`src/rtl/hangman_pkg.sv`:
```
// Shared definitions for the hangman game datapath: state encoding,
// ASCII constants and default geometry.
package hangman_pkg;

    localparam int WORD_LEN_DEFAULT   = 7;
    localparam int CHAR_W_DEFAULT     = 7;
    localparam int LIVES_INIT_DEFAULT = 7;

    localparam logic [6:0] ASCII_A     = 7'h41;
    localparam logic [6:0] ASCII_Z     = 7'h5A;
    localparam logic [6:0] ASCII_SPACE = 7'h20;

    typedef enum logic [2:0] {
        ST_IDLE,
        ST_LOAD,
        ST_PLAY,
        ST_CHECK,
        ST_WIN,
        ST_LOSE
    } state_t;

endpackage

```
`src/rtl/guess_tracker_if.sv`:
```
// Game-state bus between the letter selector / word generator and the
// tracker, plus the tracker's results toward renderer and 7-seg.
interface guess_tracker_if
    import hangman_pkg::*;
#(
    parameter int WORD_LEN = WORD_LEN_DEFAULT,
    parameter int CHAR_W   = CHAR_W_DEFAULT
);
    logic                         restart;
    logic [WORD_LEN*CHAR_W-1:0]   word_flat;
    logic                         guess_strobe;
    logic [CHAR_W-1:0]            guess_ascii;

    logic [WORD_LEN-1:0]          reveal_mask;
    logic [25:0]                  used_letters;
    logic [2:0]                   lives;
    logic                         game_over;
    logic                         win;
    logic                         busy;
    logic                         hit_p;
    logic                         miss_p;
    logic                         dup_p;
    logic                         bad_p;

    modport master (
        output restart, word_flat, guess_strobe, guess_ascii,
        input  reveal_mask, used_letters, lives, game_over, win, busy,
               hit_p, miss_p, dup_p, bad_p
    );

    modport slave (
        input  restart, word_flat, guess_strobe, guess_ascii,
        output reveal_mask, used_letters, lives, game_over, win, busy,
               hit_p, miss_p, dup_p, bad_p
    );

endinterface

```
`src/rtl/hangman_match_vec.sv`:
```
// Per-slot equality of a packed word against a single character.
module hangman_match_vec #(
    parameter int WORD_LEN = 7,
    parameter int CHAR_W   = 7
) (
    input  logic [WORD_LEN*CHAR_W-1:0] word,
    input  logic [CHAR_W-1:0]          ch,
    output logic [WORD_LEN-1:0]        match
);

    always_comb begin
        match = '0;
        for (int i = 0; i < WORD_LEN; i++) begin
            match[i] = (word[i*CHAR_W +: CHAR_W] == ch);
        end
    end

endmodule

```
`src/rtl/guess_tracker.sv`:
```
// Hangman game-state engine: latches the target word on restart, scores
// guesses against every slot and tracks reveal mask, used letters and lives.
module guess_tracker
    import hangman_pkg::*;
#(
    parameter int WORD_LEN   = WORD_LEN_DEFAULT,
    parameter int CHAR_W     = CHAR_W_DEFAULT,
    parameter int LIVES_INIT = LIVES_INIT_DEFAULT
) (
    input  logic           clk,
    input  logic           reset,
    guess_tracker_if.slave bus
);

    localparam logic [2:0] LIVES_RST = 3'(LIVES_INIT);

    state_t                      state, state_n;
    logic [WORD_LEN*CHAR_W-1:0]  word_q, word_n;
    logic [CHAR_W-1:0]           guess_q, guess_n;
    logic [WORD_LEN-1:0]         mask_q, mask_n;
    logic [25:0]                 used_q, used_n;
    logic [2:0]                  lives_q, lives_n;
    logic                        hit_q, hit_n;
    logic                        miss_q, miss_n;
    logic                        dup_q, dup_n;
    logic                        bad_q, bad_n;

    logic [WORD_LEN-1:0]         match_guess;
    logic [WORD_LEN-1:0]         match_space;
    logic [4:0]                  guess_idx;
    logic                        strobe_is_letter;

    hangman_match_vec #(.WORD_LEN(WORD_LEN), .CHAR_W(CHAR_W)) u_match_guess (
        .word  (word_q),
        .ch    (guess_q),
        .match (match_guess)
    );

    hangman_match_vec #(.WORD_LEN(WORD_LEN), .CHAR_W(CHAR_W)) u_match_space (
        .word  (word_q),
        .ch    (CHAR_W'(ASCII_SPACE)),
        .match (match_space)
    );

    assign guess_idx        = 5'(guess_q - CHAR_W'(ASCII_A));
    assign strobe_is_letter = (bus.guess_ascii >= CHAR_W'(ASCII_A)) &&
                              (bus.guess_ascii <= CHAR_W'(ASCII_Z));

    always_ff @(posedge clk or posedge reset) begin
        if (reset) begin
            state   <= ST_IDLE;
            word_q  <= '0;
            guess_q <= '0;
            mask_q  <= '0;
            used_q  <= '0;
            lives_q <= LIVES_RST;
            hit_q   <= 1'b0;
            miss_q  <= 1'b0;
            dup_q   <= 1'b0;
            bad_q   <= 1'b0;
        end else begin
            state   <= state_n;
            word_q  <= word_n;
            guess_q <= guess_n;
            mask_q  <= mask_n;
            used_q  <= used_n;
            lives_q <= lives_n;
            hit_q   <= hit_n;
            miss_q  <= miss_n;
            dup_q   <= dup_n;
            bad_q   <= bad_n;
        end
    end

    // Restart overrides everything, including a guess being scored in CHECK.
    // The word is captured on the restart edge so LOAD can decode spaces from it.
    always_comb begin
        state_n = state;
        word_n  = word_q;
        guess_n = guess_q;
        mask_n  = mask_q;
        used_n  = used_q;
        lives_n = lives_q;
        hit_n   = 1'b0;
        miss_n  = 1'b0;
        dup_n   = 1'b0;
        bad_n   = 1'b0;

        if (bus.restart) begin
            state_n = ST_LOAD;
            word_n  = bus.word_flat;
        end else begin
            case (state)
                ST_LOAD: begin
                    mask_n  = match_space;
                    used_n  = '0;
                    lives_n = LIVES_RST;
                    state_n = (&match_space) ? ST_WIN : ST_PLAY;
                end
                ST_PLAY: begin
                    if (bus.guess_strobe) begin
                        if (strobe_is_letter) begin
                            guess_n = bus.guess_ascii;
                            state_n = ST_CHECK;
                        end else begin
                            bad_n = 1'b1;
                        end
                    end
                end
                ST_CHECK: begin
                    if (used_q[guess_idx]) begin
                        dup_n = 1'b1;
                    end else begin
                        used_n[guess_idx] = 1'b1;
                        if (|match_guess) begin
                            mask_n = mask_q | match_guess;
                            hit_n  = 1'b1;
                        end else begin
                            lives_n = lives_q - 3'd1;
                            miss_n  = 1'b1;
                        end
                    end
                    if (&mask_n) begin
                        state_n = ST_WIN;
                    end else if (lives_n == 3'd0) begin
                        state_n = ST_LOSE;
                    end else begin
                        state_n = ST_PLAY;
                    end
                end
                ST_IDLE, ST_WIN, ST_LOSE: begin
                    state_n = state;
                end
                default: begin
                    state_n = ST_IDLE;
                end
            endcase
        end
    end

    assign bus.reveal_mask  = mask_q;
    assign bus.used_letters = used_q;
    assign bus.lives        = lives_q;
    assign bus.game_over    = (state == ST_WIN) || (state == ST_LOSE);
    assign bus.win          = (state == ST_WIN);
    assign bus.busy         = (state == ST_LOAD) || (state == ST_CHECK);
    assign bus.hit_p        = hit_q;
    assign bus.miss_p       = miss_q;
    assign bus.dup_p        = dup_q;
    assign bus.bad_p        = bad_q;

endmodule
```
`src/flat_wrapper.sv`:
```
// flat-port wrapper written by rule: the top's interface ports become plain ports
module guess_tracker_flat import hangman_pkg::*;
#(
    parameter int WORD_LEN   = WORD_LEN_DEFAULT,
    parameter int CHAR_W     = CHAR_W_DEFAULT,
    parameter int LIVES_INIT = LIVES_INIT_DEFAULT
)
  (clk, reset, bus_restart, bus_word_flat, bus_guess_strobe, bus_guess_ascii, bus_reveal_mask, bus_used_letters, bus_lives, bus_game_over, bus_win, bus_busy, bus_hit_p, bus_miss_p, bus_dup_p, bus_bad_p);
  guess_tracker_if #(.WORD_LEN(WORD_LEN), .CHAR_W(CHAR_W)) bus_i ();
  input  logic clk;
  input  logic reset;
  input wire logic [$bits(bus_i.restart)-1:0] bus_restart;
  input wire logic [$bits(bus_i.word_flat)-1:0] bus_word_flat;
  input wire logic [$bits(bus_i.guess_strobe)-1:0] bus_guess_strobe;
  input wire logic [$bits(bus_i.guess_ascii)-1:0] bus_guess_ascii;
  output wire logic [$bits(bus_i.reveal_mask)-1:0] bus_reveal_mask;
  output wire logic [$bits(bus_i.used_letters)-1:0] bus_used_letters;
  output wire logic [$bits(bus_i.lives)-1:0] bus_lives;
  output wire logic [$bits(bus_i.game_over)-1:0] bus_game_over;
  output wire logic [$bits(bus_i.win)-1:0] bus_win;
  output wire logic [$bits(bus_i.busy)-1:0] bus_busy;
  output wire logic [$bits(bus_i.hit_p)-1:0] bus_hit_p;
  output wire logic [$bits(bus_i.miss_p)-1:0] bus_miss_p;
  output wire logic [$bits(bus_i.dup_p)-1:0] bus_dup_p;
  output wire logic [$bits(bus_i.bad_p)-1:0] bus_bad_p;
  assign bus_i.restart = bus_restart;
  assign bus_i.word_flat = bus_word_flat;
  assign bus_i.guess_strobe = bus_guess_strobe;
  assign bus_i.guess_ascii = bus_guess_ascii;
  assign bus_reveal_mask = bus_i.reveal_mask;
  assign bus_used_letters = bus_i.used_letters;
  assign bus_lives = bus_i.lives;
  assign bus_game_over = bus_i.game_over;
  assign bus_win = bus_i.win;
  assign bus_busy = bus_i.busy;
  assign bus_hit_p = bus_i.hit_p;
  assign bus_miss_p = bus_i.miss_p;
  assign bus_dup_p = bus_i.dup_p;
  assign bus_bad_p = bus_i.bad_p;
  guess_tracker #(.WORD_LEN(WORD_LEN), .CHAR_W(CHAR_W), .LIVES_INIT(LIVES_INIT)) u_core (.clk(clk), .reset(reset), .bus(bus_i));
endmodule
```
`config.mk`:
```
export PLATFORM = sky130hd
export DESIGN_NAME = guess_tracker_flat
export DESIGN_NICKNAME = d
export VERILOG_FILES = /design/src/rtl/hangman_pkg.sv /design/src/rtl/guess_tracker_if.sv /design/src/rtl/hangman_match_vec.sv /design/src/rtl/guess_tracker.sv /design/src/flat_wrapper.sv
export SDC_FILE = /design/constraint.sdc
export NUM_CORES = 1
export LEC_CHECK = 0
export BUFFER_PORTS_ARGS = -buffer_cell sky130_fd_sc_hd__buf_2
export CORE_MARGIN = 4
export CORE_UTILIZATION = 30
export CTS_CLUSTER_DIAMETER = 80
export DETAILED_ROUTE_END_ITERATION = 12
export HOLD_SLACK_MARGIN = 0.12
export PLACE_DENSITY = 0.49
export SYNTH_ARGS = -nofsm -noshare
export SYNTH_HDL_FRONTEND = slang
export SYNTH_SLANG_ARGS = --single-unit
```
`constraint.sdc`:
```
create_clock -name clk -period 3.9 [get_ports clk]
set_input_delay 0.195 -clock clk [delete_from_list [all_inputs] [get_ports clk]]
set_output_delay 0.195 -clock clk [all_outputs]
set_load 0.005 [all_outputs]
```
==> flow_summary_export.csv <==
group,metric,value,unit
die,io_pins,103,
drt,wl_per_cell,17.13,µm
timing,fmax,300.4,MHz
yosys,syn_inst,495,
timing,slew_viol_final,0,
drt,drt_iter0_drc,309,
drt,antenna_left,0,
power,leakage,3.139,nW
critical_path,cp_top_family,"simple AND/OR/NAND/NOR gates",
placement,place_area,6027,µm²
run_status,outcome,"finished clean",
critical_path,critPathMaxStageDelay,0.58,ns
timing,fin_skew,0.01100,ns
layout,n_antenna_cell,0,
global_route,grt_max_degree,79,
timing,slew_headroom,0.3468,
yosys,synth.most_common_cell,"dfrtp_1",
global_route,grt-ovfl-total,0,
layout,final_cell_area,6843,µm²
layout,fillers,1757,
die,die_w,140.7,µm
hold_path,min_from,"bus_guess_ascii[5]",
drt,met3_length,779,µm
yosys,synth_cell_types,54,
timing,rsz0062_at_grt,"no",
yosys,synth.avg_cell_area,10.68,µm²
critical_path,r2r_slack,0.57,ns
timing,period_needed,3.329,ns
critical_path,end_kind,"flip-flop",
clocking,htree_levels,3,
clocking,cts_made_buffers,9,
global_route,first_global_vias,4440,
timing,hold_violations,0,
yosys,synth_ff_type,"dfrtp_1",
power,p_per_area,566.6,nW/µm²
timing,setup_tns,0,ns
yosys,synth_top_area_frac,0.4545,
clocking,cts_resized,0,
die,die-area,19800,µm²
die,coreArea,17300,µm²
critical_path,cp_max_fo,12,
yosys,ys_seq_area_frac,0.4695,
clocking,cts_root_buf,"clkbuf_16",
critical_path,critical_path.slowest_cell,"or4_4",
critical_path,path_buf_inv,2,
yosys,synth_nets,561,
drt,vias,4364,
drt,top_layer,"met4",
yosys,yosysTopAreaCell,"dfrtp_1",
critical_path,arrival,3.57,ns
global_route,grt_first_pass_wirelength,24610,µm
die,row_count,48,
drt,drt_first_pass_iters,4,
critical_path,start_kind,"flip-flop",
drt,routed_wl,14920,µm
hold_path,hp-class,"input port to flip-flop",
power,ir_drop,250.1,µV
yosys,synth_edf_count,0,
global_route,grt_use_total,0.1563,
yosys,yosysWarnings,0,
global_route,antenna_found_initial,0,
critical_path,worstReg2RegStart,"u_core.guess_q[0]$_DFFE_PP0P_",
critical_path,path_cells,"inv_1, ha_1, mux4_2, mux2_2, a21oi_2, o2111ai_2, nand3_1, buf_4, a21oi_1, or4_4, a41o_1",
die,dieHeight,140.7,µm
yosys,synth.top_cells.by_area,"dfrtp_1, mux2_2, xor2_1, xnor2_1, a21oi_1",
placement,io_buffers,102,
drt,drt-met1-wl,6793,µm
drt,avgViaCountPerCell,5.010,
clocking,clk_latency,0.35,ns
timing,setup_violations,0,
clocking,cts.clk_slew.worst_paths,0.07,ns
drt,dr_wl_met2,7088,µm
placement,gp_congestion,0.8174,
yosys,syn_area,5285,µm²
clocking,cts_max_path_buffers,2,
clocking,cts.sinks,99,
clocking,cts_tree,"done",
critical_path,critPathRequiredTime,4.15,ns
layout,layout.nets,708,
placement,hpwl,11080,µm
timing,tightest_slew,0.9798,ns
job,maxCapViolCount,0,
drt,drc,0,
layout,drive_gt1_frac,0.3065,
yosys,ys_top_cells_by_count,"dfrtp_1, mux2_2, nor2_1, a21oi_1, xor2_1",
die,start_util,0.3056,
critical_path,setup.worst_path.class,"flip-flop to flip-flop",
timing,finalCritPeriodShare,0.8537,
layout,final_util,0.3956,
layout,syn_to_final_growth,29.47,%
yosys,yosys_register_bits,99,
critical_path,startpoint,"u_core.guess_q[0]$_DFFE_PP0P_",
yosys,synthArstFlopShare,1.000,
==> per-stage QoR <==
stage,hold WS [ns],worst slack [ns],total power [mW],cells
floorplan,0.3118,0.3193,2.517,495
global placement,0.4293,0.7032,3.001,801
detailed placement,0.4298,0.5496,3.041,801
CTS,0.1990,0.5585,3.928,871
global route,0.2204,0.3786,4.158,871
finish,0.1997,0.5707,3.877,871
==> registers in the layout, summed over array words and instances (netlist names), 3 cells and up <==
| name | cells |
|---|---|
| u_core.bus.lives | 3 |
| u_core.bus.used_letters | 26 |
| u_core.bus.reveal_mask | 7 |
| u_core.guess_q | 7 |
| u_core.state | 3 |
| u_core.word_q | 49 |
==> report_power, final <==
group / switching [mW] / leakage (nW) / internal [mW] / total, mW
clock: 0.389 / 0.134 / 0.434 / 0.823
sequential: 0.284 / 1.22 / 1.23 / 1.52
combinational: 0.832 / 1.78 / 0.704 / 1.54
total: 1.51 / 3.14 / 2.37 / 3.88
==> worst min-delay path, stage by stage <==
cell	delay, ns
buf_2	0.08
nor3b_1	0.06
nor3b_1	0.17
==> repair_timing <==
item | CTS | global route
buffers inserted | 0 | 0
hold endpoints to repair | 78 | 0
hold buffers | 55 | 0
==> layer usage <==
| metal | global-route usage | vias up |
|---|---|---|
| met4 | 0.05303 | 0 |
| met3 | 0.02680 | 16 |
| met2 | 0.2571 | 112 |
| li1 | - | 2069 |
| met5 | 0 | - |
| met1 | 0.2094 | 2167 |
==> cells by family (layout without fill, tap and decap cells) <==
logic type,Yosys count,in the layout,share of synthesized area
buffers and inverters,47,198,0.03669
DFF,99,99,0.4695
and+or+nand+nor,144,144,0.1437
AOI/OAI and AO/OA,84,84,0.1013
adders and majority gates,6,6,0.01420
xor gates and xnor gates,53,53,0.08783
muxes,62,62,0.1468
==> layout by cell type, fill, tap and decap left out, types with 4 or more instances in the layout <==
cell           count
a31oi_1            9
mux4_2             6
nor3b_1            4
mux2i_1            4
nor2_1            42
dlygate4sd3_1     55
clkbuf_16          9
o22ai_1            4
nor4b_1            6
a21oi_1           37
and3_1             8
mux2_2            51
inv_1             14
xnor2_1           23
nand2_1           24
nor4_1            12
buf_2            102
buf_4             11
nor3_1            13
ha_1               6
dfrtp_1           96
xor2_1            30
o21ai_0            9
nand3_1            4
nand4_1            7
nor2b_1            7
==> worst paths after layout <==
kind	end	cells past startpoint
hold / removal	u_core.bus.bad_p$_DFF_PP0_	3
setup reg to reg	u_core.state[0]$_DFFE_PP0P_	11
max in group asynchronous	u_core.word_q[7]$_DFFE_PP0P_	4
setup / recovery	u_core.state[0]$_DFFE_PP0P_	11
min in group asynchronous	u_core.bus.used_letters[25]$_DFFE_PP0P_	3
hold reg to reg	u_core.bus.lives[1]$_DFFE_PP1P_	2
==> area by class of cell <==
type                       count  area [µm²]  area share
multi-input combinational    349        2613      0.3818
sequential                    99        2481      0.3626
timing repair buffer         168        1144      0.1671
tap                          225       281.5     0.04114
clock buffer                  10       229.0     0.03346
inverter                      15       58.81    0.008594
clock inverter                 5       36.28    0.005303
(Power assumes the default switching activity.)
